## src/rtl/regfile_wb_pkg.sv

```systemverilog
// Shared types and default sizing for the register-file write-back arbiter.
package regfile_wb_pkg;

    localparam int WB_WIDTH = 32;
    localparam int WB_N     = 5;
    localparam int WB_DEPTH = 4;

    typedef struct packed {
        logic                en;
        logic [WB_N-1:0]     index;
        logic [WB_WIDTH-1:0] data;
    } wb_entry_t;

    typedef enum logic {
        SRC_A = 1'b0,
        SRC_B = 1'b1
    } src_e;

    function automatic src_e other_src(input src_e s);
        return (s == SRC_A) ? SRC_B : SRC_A;
    endfunction

endpackage

```

## src/rtl/regfile_wb_fifo.sv

```systemverilog
// Circular buffer of write-back entries. The caller only asserts enq_i when
// the buffer is not full or a dequeue happens in the same cycle. A full
// buffer may be written while its head is read, because the head leaves at
// the same edge.
module regfile_wb_fifo
    import regfile_wb_pkg::*;
#(
    parameter int  DEPTH   = WB_DEPTH,
    parameter type entry_t = wb_entry_t
) (
    input  logic                     clk_i,
    input  logic                     rst_i,
    input  logic                     enq_i,
    input  entry_t                   enq_data_i,
    input  logic                     deq_i,
    output entry_t                   head_o,
    output logic                     full_o,
    output logic                     empty_o,
    output logic [$clog2(DEPTH):0]   count_o
);

    localparam int AW = $clog2(DEPTH);
    localparam logic [AW:0] FULL_CNT = (AW + 1)'(DEPTH);

    entry_t          mem_q [DEPTH];
    logic [AW-1:0]   wr_ptr_q, wr_ptr_d;
    logic [AW-1:0]   rd_ptr_q, rd_ptr_d;
    logic [AW:0]     count_q, count_d;

    // Pointer and occupancy next-state; pointers wrap naturally at DEPTH.
    always_comb begin
        wr_ptr_d = wr_ptr_q;
        rd_ptr_d = rd_ptr_q;
        count_d  = count_q;
        if (enq_i) wr_ptr_d = wr_ptr_q + 1'b1;
        if (deq_i) rd_ptr_d = rd_ptr_q + 1'b1;
        case ({enq_i, deq_i})
            2'b10:   count_d = count_q + 1'b1;
            2'b01:   count_d = count_q - 1'b1;
            default: count_d = count_q;
        endcase
    end

    // Control state; reset drops every queued entry.
    always_ff @(posedge clk_i) begin
        if (rst_i) begin
            wr_ptr_q <= '0;
            rd_ptr_q <= '0;
            count_q  <= '0;
        end else begin
            wr_ptr_q <= wr_ptr_d;
            rd_ptr_q <= rd_ptr_d;
            count_q  <= count_d;
        end
    end

    // Storage needs no reset; stale contents are never marked valid.
    always_ff @(posedge clk_i) begin
        if (enq_i) mem_q[wr_ptr_q] <= enq_data_i;
    end

    assign head_o  = mem_q[rd_ptr_q];
    assign full_o  = (count_q == FULL_CNT);
    assign empty_o = (count_q == '0);
    assign count_o = count_q;

endmodule

```

## src/rtl/regfile_writeback_arbiter.sv

```systemverilog
// Write-back arbiter: merges ALU (A) and memory (B) write requests into one
// FIFO stream toward the register file, round-robin under contention.
// Optional build macro REGFILE_WB_ZERO_GUARD_EN: requests targeting index 0
// are queued with EN cleared so register 0 is never written.
module regfile_writeback_arbiter
    import regfile_wb_pkg::*;
#(
    parameter int WIDTH = WB_WIDTH,
    parameter int N     = WB_N,
    parameter int DEPTH = WB_DEPTH
) (
    input  logic                   clk_i,
    input  logic                   rst_i,
    input  logic                   a_en_i,
    input  logic [N-1:0]           a_index_i,
    input  logic [WIDTH-1:0]       a_data_i,
    input  logic                   a_valid_i,
    output logic                   a_consumed_o,
    input  logic                   b_en_i,
    input  logic [N-1:0]           b_index_i,
    input  logic [WIDTH-1:0]       b_data_i,
    input  logic                   b_valid_i,
    output logic                   b_consumed_o,
    output logic                   write_en_write_o,
    output logic [N-1:0]           write_index_write_o,
    output logic [WIDTH-1:0]       write_data_write_o,
    output logic                   write_en_write_valid_o,
    output logic                   write_index_write_valid_o,
    output logic                   write_data_write_valid_o,
    input  logic                   write_en_write_consumed_i,
    input  logic                   write_index_write_consumed_i,
    input  logic                   write_data_write_consumed_i,
    output logic [$clog2(DEPTH):0] occupancy_o
);

    typedef struct packed {
        logic             en;
        logic [N-1:0]     index;
        logic [WIDTH-1:0] data;
    } entry_t;

    entry_t enq_entry, head;
    logic   full, empty, deq, can_enq, enq;
    src_e   grant, rr_q, rr_d;

    // Arbitration and handshakes; the register file's consumed feeds straight
    // through to the producers so a full queue can refill as it drains.
    always_comb begin
        deq     = !empty && write_en_write_consumed_i
                         && write_index_write_consumed_i
                         && write_data_write_consumed_i;
        can_enq = !full || deq;

        if (a_valid_i && !b_valid_i)      grant = SRC_A;
        else if (b_valid_i && !a_valid_i) grant = SRC_B;
        else                              grant = rr_q;

        enq = (a_valid_i || b_valid_i) && can_enq;

        rr_d = rr_q;
        if (a_valid_i && b_valid_i && can_enq) rr_d = other_src(grant);

        a_consumed_o = !a_valid_i || ((grant == SRC_A) && can_enq);
        b_consumed_o = !b_valid_i || ((grant == SRC_B) && can_enq);

        if (grant == SRC_A) enq_entry = '{en: a_en_i, index: a_index_i, data: a_data_i};
        else                enq_entry = '{en: b_en_i, index: b_index_i, data: b_data_i};
`ifdef REGFILE_WB_ZERO_GUARD_EN
        if (enq_entry.index == '0) enq_entry.en = 1'b0;
`endif
    end

    // Round-robin favourite; A wins the first contention after reset.
    always_ff @(posedge clk_i) begin
        if (rst_i) rr_q <= SRC_A;
        else       rr_q <= rr_d;
    end

    regfile_wb_fifo #(
        .DEPTH   (DEPTH),
        .entry_t (entry_t)
    ) u_fifo (
        .clk_i      (clk_i),
        .rst_i      (rst_i),
        .enq_i      (enq),
        .enq_data_i (enq_entry),
        .deq_i      (deq),
        .head_o     (head),
        .full_o     (full),
        .empty_o    (empty),
        .count_o    (occupancy_o)
    );

    assign write_en_write_o          = head.en;
    assign write_index_write_o       = head.index;
    assign write_data_write_o        = head.data;
    assign write_en_write_valid_o    = !empty;
    assign write_index_write_valid_o = !empty;
    assign write_data_write_valid_o  = !empty;

endmodule
```

## config.mk

```make
export PLATFORM = sky130hd
export DESIGN_NAME = regfile_writeback_arbiter
export DESIGN_NICKNAME = d
export VERILOG_FILES = /design/src/rtl/regfile_wb_pkg.sv /design/src/rtl/regfile_wb_fifo.sv /design/src/rtl/regfile_writeback_arbiter.sv
export SDC_FILE = /design/constraint.sdc
export NUM_CORES = 1
export LEC_CHECK = 0
export BUFFER_PORTS_ARGS = -buffer_cell sky130_fd_sc_hd__buf_2
export CORE_UTILIZATION = 49
export DETAILED_ROUTE_END_ITERATION = 8
export PLACE_DENSITY = 0.68
export SLEW_MARGIN = 20
export SYNTH_ARGS = -nofsm -noshare
export SYNTH_HDL_FRONTEND = slang
export SYNTH_HIERARCHICAL = 1
export SYNTH_SLANG_ARGS = --single-unit
```

## constraint.sdc

```tcl
create_clock -name clk_i -period 4.78 [get_ports clk_i]
set_clock_uncertainty 0.05 [all_clocks]
set_input_delay 0.478 -clock clk_i [delete_from_list [all_inputs] [get_ports clk_i]]
set_output_delay 0.478 -clock clk_i [all_outputs]
set_load 0.1 [all_outputs]
```

# Word level (Yosys, flattened, before mapping)
# Memory sizes are Yosys's and may differ from the RTL's. A register that Yosys moved wholly into a read port is not among the register bits.
# Cells that the tools add are included.
totals:
  elab_cells: 42
  memories: 1
  output_inout_bits: 46
  register_bits: 8
  in_bits: 83
  mem_bits_rw: 152
op_classes:
  n_reduce_logical: 20
  mux: 9
  eq_ne: 3
  bitwise: 1
  add_sub_neg: 4
mem_list:
  columns: ["memory", "depth", "width", "rd", "rd_ports_with_merged_regs", "wr", "line_no", "source"]
  rows:
  - ["u_fifo.mem_q", 4, 38, 1, 1, 1, "regfile_wb_fifo.sv:25", "entry_t mem_q [DEPTH];"]
ops:
  columns: ["op", "count"]
  rows:
  - ["$mux 38", 1]
  - ["$logic_and 1x1->1", 10]
  - ["$pmux 3 s2", 1]
  - ["$mux 1", 5]
  - ["$add 2x1->2 const B", 2]
  - ["$logic_not 1->1", 4]
  - ["$logic_or 1x1->1", 4]
  - ["$mux 2", 2]
  - ["$add 3x1->3 const B", 1]
  - ["$eq 3x3->1 const B", 1]
  - ["$logic_not 3->1", 1]
  - ["$sub 3x1->3 const B", 1]
  - ["$eq 2x1->1 const B", 1]
  - ["$eq 2x2->1 const B", 1]
  - ["$reduce_bool 2->1", 1]
  - ["$not 1->1", 1]

# Longest topological paths before layout
logic_depth:
  word_depth: 9
  ltp_mapped: 10
  ltp_nobuf: 10

# By module
# The synthesis kept the hierarchy.
by_module_without_submodules:
  columns: ["module", "cells_per_inst", "seq_area_each_um2", "n_inst", "area_per_inst_um2"]
  rows:
  - ["regfile_wb_fifo", 245, 4744.6, 1, 5931.9]
  - ["regfile_writeback_arbiter", 61, 20.0, 1, 676.9]

# Least setup slack after synthesis
# OpenSTA, ideal clock, no wires.
synth_timing:
  kind: "flip-flop to flip-flop"
  startpoint: "register u_fifo.count_q[1], in the netlist u_fifo/count_o[1]"
  endpoint: "memory u_fifo/mem_q[0][0] (netlist name), enable pin"
  setup_time_ps: 399
  slack_ps: 1517
  path_buffers: 0
  stages_incl_launch_ff: 5
  synth_period_minus_slack_ps: 3263
  arrival_time_ps: 2814
  required_ps: 4331
  cell_sequence: "dfxtp_1 -> nor3_1 -> nand4b_1 -> a21oi_1 -> and2_1"
synth_between:
  elab_chain_cells: 9
  word_cells_on_any_way: 11
  classes_between: "1 x eq/ne; 2 x mux; 8 x reduce/logical"
synth_rtl:
  columns: ["element", "line_no", "source"]
  rows:
  - ["start, declared", "regfile_wb_fifo.sv:28", "logic [AW:0] count_q, count_d;"]
  - ["start signal, assigned", "regfile_wb_fifo.sv:53", "count_q <= count_d;"]
  - ["$logic_not 3->1", "regfile_wb_fifo.sv:64", "assign empty_o = (count_q == '0);"]
  - ["net empty", "regfile_writeback_arbiter.sv:43", "logic full, empty, deq, can_enq, enq;"]
  - ["$logic_not 1->1", "regfile_writeback_arbiter.sv:49", "deq = !empty && write_en_write_consumed_i"]
  - ["$logic_and 1x1->1", "regfile_writeback_arbiter.sv:49", null]
  - ["$logic_and 1x1->1", "regfile_writeback_arbiter.sv:50", "&& write_index_write_consumed_i"]
  - ["$logic_and 1x1->1", "regfile_writeback_arbiter.sv:51", "&& write_data_write_consumed_i;"]
  - ["$logic_or 1x1->1", "regfile_writeback_arbiter.sv:52", "can_enq = !full || deq;"]
  - ["$logic_and 1x1->1", "regfile_writeback_arbiter.sv:58", "enq = (a_valid_i || b_valid_i) && can_enq;"]
  - ["net enq", "regfile_writeback_arbiter.sv:43", null]
  - ["$mux 1", "regfile_wb_fifo.sv:59", "if (enq_i) mem_q[wr_ptr_q] <= enq_data_i;"]
  - ["$mux 1 (not written as such)", "regfile_wb_fifo.sv:59", null]
  - ["end, declared", "regfile_wb_fifo.sv:25", null]
# The timed path passes the listed nets, and every way through them passes these cells.

==> run_results.csv <==
group,metric,value,unit
grt,grtUsageTotal,0.173,
clocking,clkLatencyLatePin,0.41,ns
synth,ys_warn_count,6,
worst_setup_path,r2r_end,"u_fifo/mem_q[1][24]$_DFFE_PP_",
synth,async_flop_share,0,
worst_setup_path,ff2ff_path_depth,4,
hold_path,hp-start,"rst_i",
final_layout,diodes,0,
sta,setup-violations-final,0,
die,core_area,13200,µm²
detailed_routing,drcViolationCount,0,
die,die_area,14000,µm²
detailed_routing,via_per_inst,5.17,
die,die_h,118,µm
detailed_routing,first_pass_iters,4,
clocking,cts_setup_buffers,0,
die,die_w,118,µm
final_layout,syn_to_final_growth,19.4,%
grt,antenna_found_initial,0,
placed_design,place_inst,596,
placed_design,place_hpwl,6.78,mm
grt,first_global_vias,3449,
final_layout,fin_nets,528,
sta,hold_violations,0,
sta,drv_slew,0,
clocking,cts_tree,"done",
detailed_routing,vias,3243,
placed_design,portBuffers,128,
grt,grt_pass1_wl,17.7,mm
detailed_routing,drt-initial-drc-count,219,
detailed_routing,ant_nets,0,
sta,min_period,3.06,ns
final_layout,utilization,0.598,
clocking,numCtsBuffers,17,
sta,relSlewSlack,0.292,
clocking,clock_path_buffers,2,
synth,synth-edff-count,152,
hold_path,hp-class,"in -> reg",
synth,synth_nets,395,
die,initial_core_util,0.501,
sta,rsz0062_at_grt,"no",
worst_setup_path,reg2reg_from,"u_fifo/count_o[1]$_SDFFE_PP0P_",
grt,grt_overflow,0,
synth,yosysSeqAreaShare,0.721,
synth,postSynthAreaPerCell,21.6,µm²
hold_path,min_to,"u_fifo/wr_ptr_q[1]$_SDFFE_PP0P_",
synth,synth_top_flop_cell,"edfxtp_1",
detailed_routing,routedWlPerCell,18.0,µm
pwr,total_power,0.00418,W
worst_setup_path,ff2ff_setup_slack,1.99,ns
run,drv_cap,0,
hold_path,hold-path-cell-count,2,
detailed_routing,drt-total-wl,11.3,mm
sta,finalCritPeriodShare,0.640,
pwr,p_leak,2.85,nW
final_layout,layout.cells.non_filler,627,
die,rows,42,
clocking,clk_pin_slew,0.06,ns
sta,tns,0,ns
clocking,htreeDepth,4,
synth,syn-instance-count,306,
worst_setup_path,crit_fanout,25,
die,pin_count,129,
worst_setup_path,crit_arrival,2.53,ns
worst_setup_path,critical_path_class,"reg -> out",
synth,synth_cell_types,32,
grt,grt_max_degree,39,
pwr,vdd_drop_max,0.644,mV
synth,ys_ff_latch,162,
pwr,p_per_area,530,nW/µm²
sta,tightest_slew,1.06,ns
worst_setup_path,cp-end-kind,"primary output",
synth,syn_area,6610,µm²
worst_setup_path,crit_required,4.25,ns
final_layout,fillers,987,
status,status,"complete, no violations",
clocking,cts.sinks,162,
sta,hold_ws,0.337,ns
worst_setup_path,start_kind,"register",
sta,max_freq,0.327,GHz
placed_design,place_congestion,0.679,
clocking,ctsHoldBuffers,0,
final_layout,layout-drive-gt1-share,0.521,
clocking,root_buffer,"clkbuf_16",
clocking,postCtsResizedCells,0,
worst max-delay path, stage by stage (launching register included):
cell     delay [ns]
dfxtp_2        0.65
buf_4          0.55
mux4_2         0.60
buf_2          0.31
worst max path at each step:
stage	start	end	depth (start not counted)
finish	register	write_data_write_o[18]	3
global route	register	write_data_write_o[18]	3
CTS	register	write_data_write_o[18]	3
detailed placement	write_en_write_consumed_i	u_fifo/mem_q[0][21]$_DFFE_PP_	4
global placement	register	write_data_write_o[0]	3
floorplan	u_fifo/count_o[1]$_SDFFE_PP0P_	u_fifo/mem_q[0][0]$_DFFE_PP_	4
metal layers:
| metal | vias up | routed length [µm] | track usage |
|---|---|---|---|
| met1 | 1624 | 4940 | 0.212 |
| met5 | - | 0 | 0 |
| met4 | 0 | 124 | 0.0673 |
| li1 | 1505 | - | - |
| met3 | 10 | 571 | 0.0497 |
| met2 | 104 | 5680 | 0.290 |
cell families after synthesis:
| logic type | count (synthesis) | share of synthesized area |
|---|---|---|
| buffers and inverters | 24 | 0.0256 |
| adder cells (fa/ha/maj) | 7 | 0.0142 |
| multiplexers | 77 | 0.207 |
| flip-flops | 162 | 0.721 |
| AND/OR/NAND/NOR | 23 | 0.0169 |
| AO/OA/AOI/OAI | 8 | 0.00871 |
| XOR/XNOR | 5 | 0.00663 |
final cells by class:
class                           count  area, µm²  area share
Clock buffer                       22        444      0.0563
Inverter                            9       33.8     0.00428
Multi-Input combinational cell    120       1690       0.214
Clock inverter                      9       90.1      0.0114
Sequential cell                   162       4770       0.604
Timing Repair Buffer              129        648      0.0822
Tap cell                          176        220      0.0279
state kept, by name (all words and copies together), names as in the netlist, named ones only:
register         flops
u_fifo/mem_q       152
u_fifo/wr_ptr_q      2
rr_q                 1
u_fifo/count_o       3
u_fifo/rd_ptr_q      2
metrics by stage:
step | instance area (µm²) | setup slack, ns
finish | 7890 | 1.72
global route | 7890 | 1.51
CTS | 7880 | 1.59
detailed placement | 7350 | 1.94
global placement | 7350 | 2.07
floorplan | 6610 | 1.52
power breakdown:
part	total [W]	internal, W	switching [W]
registers	0.00181	0.00177	0.0000487
logic	0.00114	0.000244	0.000894
clock network	0.00123	0.000755	0.000478
total	0.00418	0.00276	0.00142
synth_stat cells (all sizes together), types with 2 or more instances:
master | n | area, µm²
edfxtp | 152 | 4560
mux2 | 38 | 503
mux4 | 38 | 856
buf | 13 | 128
dfxtp | 10 | 200
inv | 9 | 33.8
nor2 | 9 | 33.8
ha | 5 | 62.6
nand2 | 5 | 18.8
and2 | 4 | 25.0
a21oi | 3 | 15.0
xor2 | 3 | 26.3
clkbuf | 2 | 7.51
xnor2 | 2 | 17.5
layout by cell type (no fill, tap or decap), drive strengths merged, types with 2 or more instances in the layout:
master    n
mux4     38
and2      4
xor2      3
buf     129
nand2     5
a21oi     3
nor2      9
mux2     38
dfxtp    10
ha        5
bufinv    2
clkbuf   22
inv       9
clkinv    7
edfxtp  152
xnor2     2
Note: power is estimated with default switching activity, not from simulation.
